### config.mk
export PLATFORM = sky130hd
export DESIGN_NAME = serial_sub_ctrl
export DESIGN_NICKNAME = d
export VERILOG_FILES = /design/src/rtl/serial_sub_ctrl.sv
export SDC_FILE = /design/constraint.sdc
export NUM_CORES = 1
export LEC_CHECK = 0
export ABC_AREA = 1
export CAP_MARGIN = 20
export CORE_MARGIN = 4
export CORE_UTILIZATION = 67
export DETAILED_ROUTE_END_ITERATION = 16
export DONT_BUFFER_PORTS = 1
export HOLD_SLACK_MARGIN = 0.02
export PLACE_DENSITY = 0.95
export SETUP_SLACK_MARGIN = 0.15
export SLEW_MARGIN = 15
export SYNTH_ARGS = -nofsm -noshare
export SYNTH_HDL_FRONTEND = slang
export SYNTH_SLANG_ARGS = --single-unit
export TNS_END_PERCENT = 50
### constraint.sdc
create_clock -name clk -period 1.88 [get_ports clk]
set_input_delay 0.376 -clock clk [delete_from_list [all_inputs] [get_ports clk]]
set_output_delay 0.376 -clock clk [all_outputs]
set_load 0.01 [all_outputs]
### src/rtl/serial_sub_ctrl.sv
// serial_sub_ctrl: bit-serial a - b - bin using one full-subtractor cell, LSB first.
// Results are published only on the RUN->DONE edge, so no partial results are ever visible.
module serial_sub_ctrl #(
    parameter int WIDTH = 8
) (
    input  logic             clk,
    input  logic             rst,
    input  logic             start_i,
    input  logic [WIDTH-1:0] a_i,
    input  logic [WIDTH-1:0] b_i,
    input  logic             bin_i,
    output logic             busy_o,
    output logic             done_o,
    output logic [WIDTH-1:0] diff_o,
    output logic             bout_o
);
    localparam int CW = $clog2(WIDTH);

    typedef enum logic [1:0] {IDLE, RUN, DONE} state_t;

    state_t           state_q, state_d;
    logic [WIDTH-1:0] a_q, a_d, b_q, b_d, w_q, w_d, diff_q, diff_d;
    logic             br_q, br_d, bout_q, bout_d;
    logic [CW-1:0]    cnt_q, cnt_d;
    logic             dbit, bbit, last;

    assign dbit   = a_q[0] ^ b_q[0] ^ br_q;
    assign bbit   = (~a_q[0] & b_q[0]) | (~(a_q[0] ^ b_q[0]) & br_q);
    assign last   = cnt_q == CW'(WIDTH - 1);
    assign busy_o = state_q != IDLE;
    assign done_o = state_q == DONE;
    assign diff_o = diff_q;
    assign bout_o = bout_q;

    always_ff @(posedge clk or posedge rst) begin
        if (rst) begin
            state_q <= IDLE;
            a_q     <= '0;
            b_q     <= '0;
            w_q     <= '0;
            diff_q  <= '0;
            br_q    <= 1'b0;
            bout_q  <= 1'b0;
            cnt_q   <= '0;
        end else begin
            state_q <= state_d;
            a_q     <= a_d;
            b_q     <= b_d;
            w_q     <= w_d;
            diff_q  <= diff_d;
            br_q    <= br_d;
            bout_q  <= bout_d;
            cnt_q   <= cnt_d;
        end
    end

    always_comb begin
        state_d = state_q;
        a_d     = a_q;
        b_d     = b_q;
        w_d     = w_q;
        diff_d  = diff_q;
        br_d    = br_q;
        bout_d  = bout_q;
        cnt_d   = cnt_q;
        case (state_q)
            IDLE: if (start_i) begin
                state_d = RUN;
                a_d     = a_i;
                b_d     = b_i;
                br_d    = bin_i;
                cnt_d   = '0;
            end
            RUN: begin
                // diff bits enter at the MSB so the LSB lands in bit 0 after WIDTH shifts
                a_d   = a_q >> 1;
                b_d   = b_q >> 1;
                br_d  = bbit;
                w_d   = {dbit, w_q[WIDTH-1:1]};
                cnt_d = cnt_q + CW'(1);
                if (last) begin
                    state_d = DONE;
                    diff_d  = {dbit, w_q[WIDTH-1:1]};
                    bout_d  = bbit;
                end
            end
            DONE:    state_d = IDLE;
            default: state_d = IDLE;
        endcase
    end
endmodule

Word-level counts from Yosys, hierarchy flattened
Index checks and enable logic that the tools add are counted.
{ "totals": {"regBits": 39, "latch_bits": 0, "mem_bits_rw": 0, "mem_bits_ro": 0, "inputBits": 20, "out_inout_bits": 11, "wordCells": 38, "mem_count": 0} }
{ "op_classes": {"n_addsub": 1, "mul": 0, "div_mod_pow": 0, "order_cmp": 0, "eq_ne": 5, "shifts": 0, "mux": 11, "bitwise_logic": 7, "n_reduce_logical": 6} }
{ "op_table": {"columns": ["op", "n"], "rows": [
  ["$pmux W8 S2", 2],
  ["$mux W8", 2],
  ["$pmux W3 S2", 1],
  ["$reduce_and A2 Y1", 3],
  ["$mux W2", 2],
  ["$ne A2 B2 Y1 const B", 2],
  ["$pmux W2 S2", 1],
  ["$reduce_bool A2 Y1", 2],
  ["$add A3 B1 Y3 const B", 1],
  ["$eq A3 B3 Y1 const B", 1],
  ["$mux W3", 1],
  ["$and A1 B1 Y1", 2],
  ["$eq A2 B1 Y1 const B", 1],
  ["$eq A2 B2 Y1 const B", 1],
  ["$logic_not A2 Y1", 1],
  ["$not A1 Y1", 2],
  ["$pmux W1 S2", 1],
  ["$xor A1 B1 Y1", 2],
  ["$mux W1", 1],
  ["$or A1 B1 Y1", 1]
]} }

Logic depth before layout (Yosys ltp)
{ "depth": {"word_depth": 5, "depth_mapped": 6, "depth_no_buf": 6} }

Worst setup path before layout
Ideal clock, no wire load.
{ "synth_timing": {"kind": "reg-to-reg", "startpoint": "register cnt_q[0]", "endpoint": "register bout_q (netlist: bout_o)", "setup_time_ps": 74, "t_arrival_ps": 1178, "required_ps": 1806, "setup_slack_ps": 628, "path_stages_with_launch": 7, "path_buffers": 1, "synth_period_minus_slack_ps": 1252, "path_cell_list": "dfrtp_1 ha_1 ha_1 nand2_4 buf_6 nand2_1 o21ai_2"} }
{ "synth_between": {"elab_chain_len": 2} }
{ "synth_lines": {"columns": ["item", "line", "text"], "rows": [
  ["start: declaration", "24", "logic [CW-1:0] cnt_q, cnt_d;"],
  ["start signal: assignment", "53", "cnt_q <= cnt_d;"],
  ["$eq A3 B3 Y1", "29", "assign last = cnt_q == CW'(WIDTH - 1);"],
  ["$reduce_and A2 Y1 (no source line)", null, null],
  ["end signal: assignment", "52", "bout_q <= bout_d;"],
  ["end: declaration", "23", "logic br_q, br_d, bout_q, bout_d;"]
]} }
Every way passes these cells.
A chain may end at the register's enable or synchronous reset.

Final worst setup path
{ "layout_timing": {"startpoint": "register state_q[0]", "endpoint": "output done_o"} }
{ "layout_between": {"elab_chain_len": 1} }
{ "layout_lines": {"columns": ["item", "line", "text"], "rows": [
  ["start: declaration", "21", "state_t state_q, state_d;"],
  ["start signal: assignment", "46", "state_q <= state_d;"],
  ["$eq A2 B2 Y1", "31", "assign done_o = state_q == DONE;"],
  ["end: declaration", "13", "output logic done_o,"]
]} }
Every way passes these cells.

==> flow_summary.json <==
{
  "slew_viol_final": 0,
  "cp_slowest_cell": "dfrtp_1",
  "worst_ep_arrival_time_ps": 1230,
  "io_pins": 31,
  "post-route-util_pct": 75.2,
  "final_cell_mix": "90 x nand2_1, 39 x inv_1, 38 x dfrtp_1, 15 x nand3_1, 8 x o21ai_2",
  "drv_cap": 0,
  "outcome": "finished, final reports clean",
  "routed_wl_mm": 3.18,
  "via_count": 1312,
  "setup-tns-final_ps": 0,
  "comb_power_share_pct": 40.6,
  "multi_input_area_um2": 686,
  "initial_core_util_pct": 73.1,
  "yosys_warnings": 0,
  "p_leak_nw": 1.08,
  "clock_latency_ps": 340,
  "core_area_um2": 2570,
  "grt_max_degree": 29,
  "dpl.hpwl_mm": 2.33,
  "yosysSeqAreaShare_pct": 50.7,
  "critPathLaunchType": "flip-flop",
  "p_clk_share_pct": 13.7,
  "die_y_um": 60.9,
  "slowest_delay_ps": 440,
  "layout_commonest_cell": "nand2_1",
  "grt_overflow": 0,
  "die_area_um2": 3710,
  "grt_pass1_vias": 1176,
  "drtIter0Drc": 50,
  "syn-cell-area_um2": 1880,
  "fin_crit_ps": 1610,
  "grtUsageTotal_pct": 21.1,
  "drt-vias-per-instance": 5.11,
  "numPortBuffers": 0,
  "cp_max_fo": 17,
  "worstSetupPathType": "flip-flop to output port",
  "ys_ff_latch": 38,
  "drc": 0,
  "finalCritPeriodShare_pct": 85.5,
  "finalSetupViolations": 0,
  "clk_path_buf_depth": 2,
  "synthDistinctLibCells": 22,
  "cts-root-buf": "clkbuf_4",
  "swShare_pct": 41.8,
  "critPathBufInv": 1,
  "clk_pin_slew_ps": 110,
  "rsz0062_at_grt": "false",
  "hold_viol": 0,
  "syn_to_final_growth_pct": 2.87,
  "drtAntennaViolNets": 0,
  "endpoint_kind": "output port",
  "synthCells": 222,
  "p_int_mw": 1.85,
  "antenna_found_initial": 0,
  "nFillCells": 185,
  "numClockSinks": 38,
  "antennaDiodeCount": 0,
  "synth_nets": 245,
  "ir_drop_uv": 1310,
  "max_freq_mhz": 622,
  "max-slew-margin-rel_pct": 68.2,
  "drive_gt1_share_pct": 12.3,
  "place_congestion": 0.777,
  "power_switching_mw": 1.33,
  "cts-htree-levels": 2,
  "ctsResizeCount": 0,
  "drtPass1Iterations": 4,
  "power_density_nw_per_um2": 1650,
  "wl_per_cell_um": 12.4,
  "dieWidth_um": 60.9,
  "pwr-share-seq_pct": 45.7,
  "regArea_um2": 951,
  "grt_pass1_wl_mm": 5.51,
  "synth.avg_cell_area_um2": 8.45,
  "crit_family": "flip-flops",
  "cts_made_buffers": 5,
  "fin_worst_skew_ps": 7.73,
  "cts_tree": "yes",
  "num-nets-final": 249,
  "min_path_type": "input port to flip-flop",
  "crit_path_cell_trace": "buf_4, nor2_1",
  "tightest_slew_ps": 477,
  "crit_required_ps": 1500,
  "rows": 18
}
-- area by class of cell --
cell class	instances	share of cell area, %
Clock inverter	1	0.259
Sequential cell	38	49.3
Multi-Input combinational cell	135	35.5
Timing Repair Buffer	5	2.07
Tap cell	30	1.94
Inverter	41	8.10
Clock buffer	7	2.85
-- metrics by stage --
stage               std cells  total power [mW]  cell area, um^2  hold slack [ps]  setup slack (ps)
finish                    257              3.18             1930              177               272
global route              257              3.50             1930              176               215
CTS                       257              3.22             1930              162               254
detailed placement        248              2.77             1860              313               460
global placement          248              2.71             1860              304               548
floorplan                 222              2.58             1880              442               628
-- worst reg2reg max path: cells and delay by family, from the launching register on --
kind	cells	cell delay (ps)
flip-flops	1	440
AND/OR/NAND/NOR	3	330
buffers and inverters	1	110
adder cells (fa/ha/maj)	2	440
-- power by group through the flow --
stage	registers [mW]	clock network [mW]	logic (mW)
2_1_floorplan	1.40	0	1.18
3_3_place_gp	1.45	0	1.26
3_5_place_dp	1.47	0	1.31
4_1_cts	1.45	0.448	1.32
5_1_grt	1.50	0.480	1.52
6_report	1.45	0.436	1.29
-- path summary, 6_finish.rpt --
check                      startpoint  slack (ps)   endpoint  cells after the start
min in group asynchronous         rst         480     w_q[2]                      2
min reg2reg                    a_q[5]         490     a_q[5]                      2
min                            b_i[7]         180     b_q[7]                      2
max                        state_q[0]         270     done_o                      2
max reg2reg                  cnt_q[0]         470  diff_o[7]                      6
max in group asynchronous         rst         840   cnt_q[1]                      3
-- cells in the mapped netlist --
library cell   n  area [um^2]
o21ai_1        2         10.0
nand3_1       15         75.1
o21ai_2        8         70.1
dfrtp_1       38          951
inv_4          1         6.26
buf_6          5         56.3
inv_2          1         3.75
nand2_8        2         40.0
inv_1         39          146
buf_4          1         7.51
nand2_4        2         22.5
a21oi_1        1         5.00
fa_1           1         20.0
nand2_1       90          338
o21ai_0        7         35.0
buf_8          1         15.0
nor2_4         1         11.3
buf_2          1         5.00
ha_1           2         25.0
a21oi_4        1         16.3
nor2_1         2         7.51
nand3_2        1         10.0
-- registers in the layout, indices dropped and copies added, names as in the netlist --
| register | cells |
|---|---|
| w_q | 7 |
| bout_o | 1 |
| cnt_q | 3 |
| diff_o | 8 |
| state_q | 2 |
| b_q | 8 |
| a_q | 8 |
| br_q | 1 |
-- kinds of logic after synthesis --
family | after synthesis | synth area share (%)
compound gates | 19 | 7.27
fa+ha+maj | 3 | 2.40
buf+inv | 49 | 12.8
flops | 38 | 50.7
simple gates | 113 | 26.9
-- repair_timing --
action	in CTS	in global routing
hold buffers	1	0
setup buffers	0	0
hold endpoints to repair	12	0
-- layer usage --
metal | wire, um | GRT usage [%] | vias up | share of wire (%)
li1 | - | - | 674 | -
met1 | 1390 | 28.7 | 588 | 44
met2 | 1480 | 29.8 | 40 | 46
met3 | 212 | 7.45 | 10 | 6.7
met4 | 94 | 11.5 | 0 | 3.0
met5 | 0 | 0 | - | 0
No activity file was read; power rests on OpenSTA's default activity.
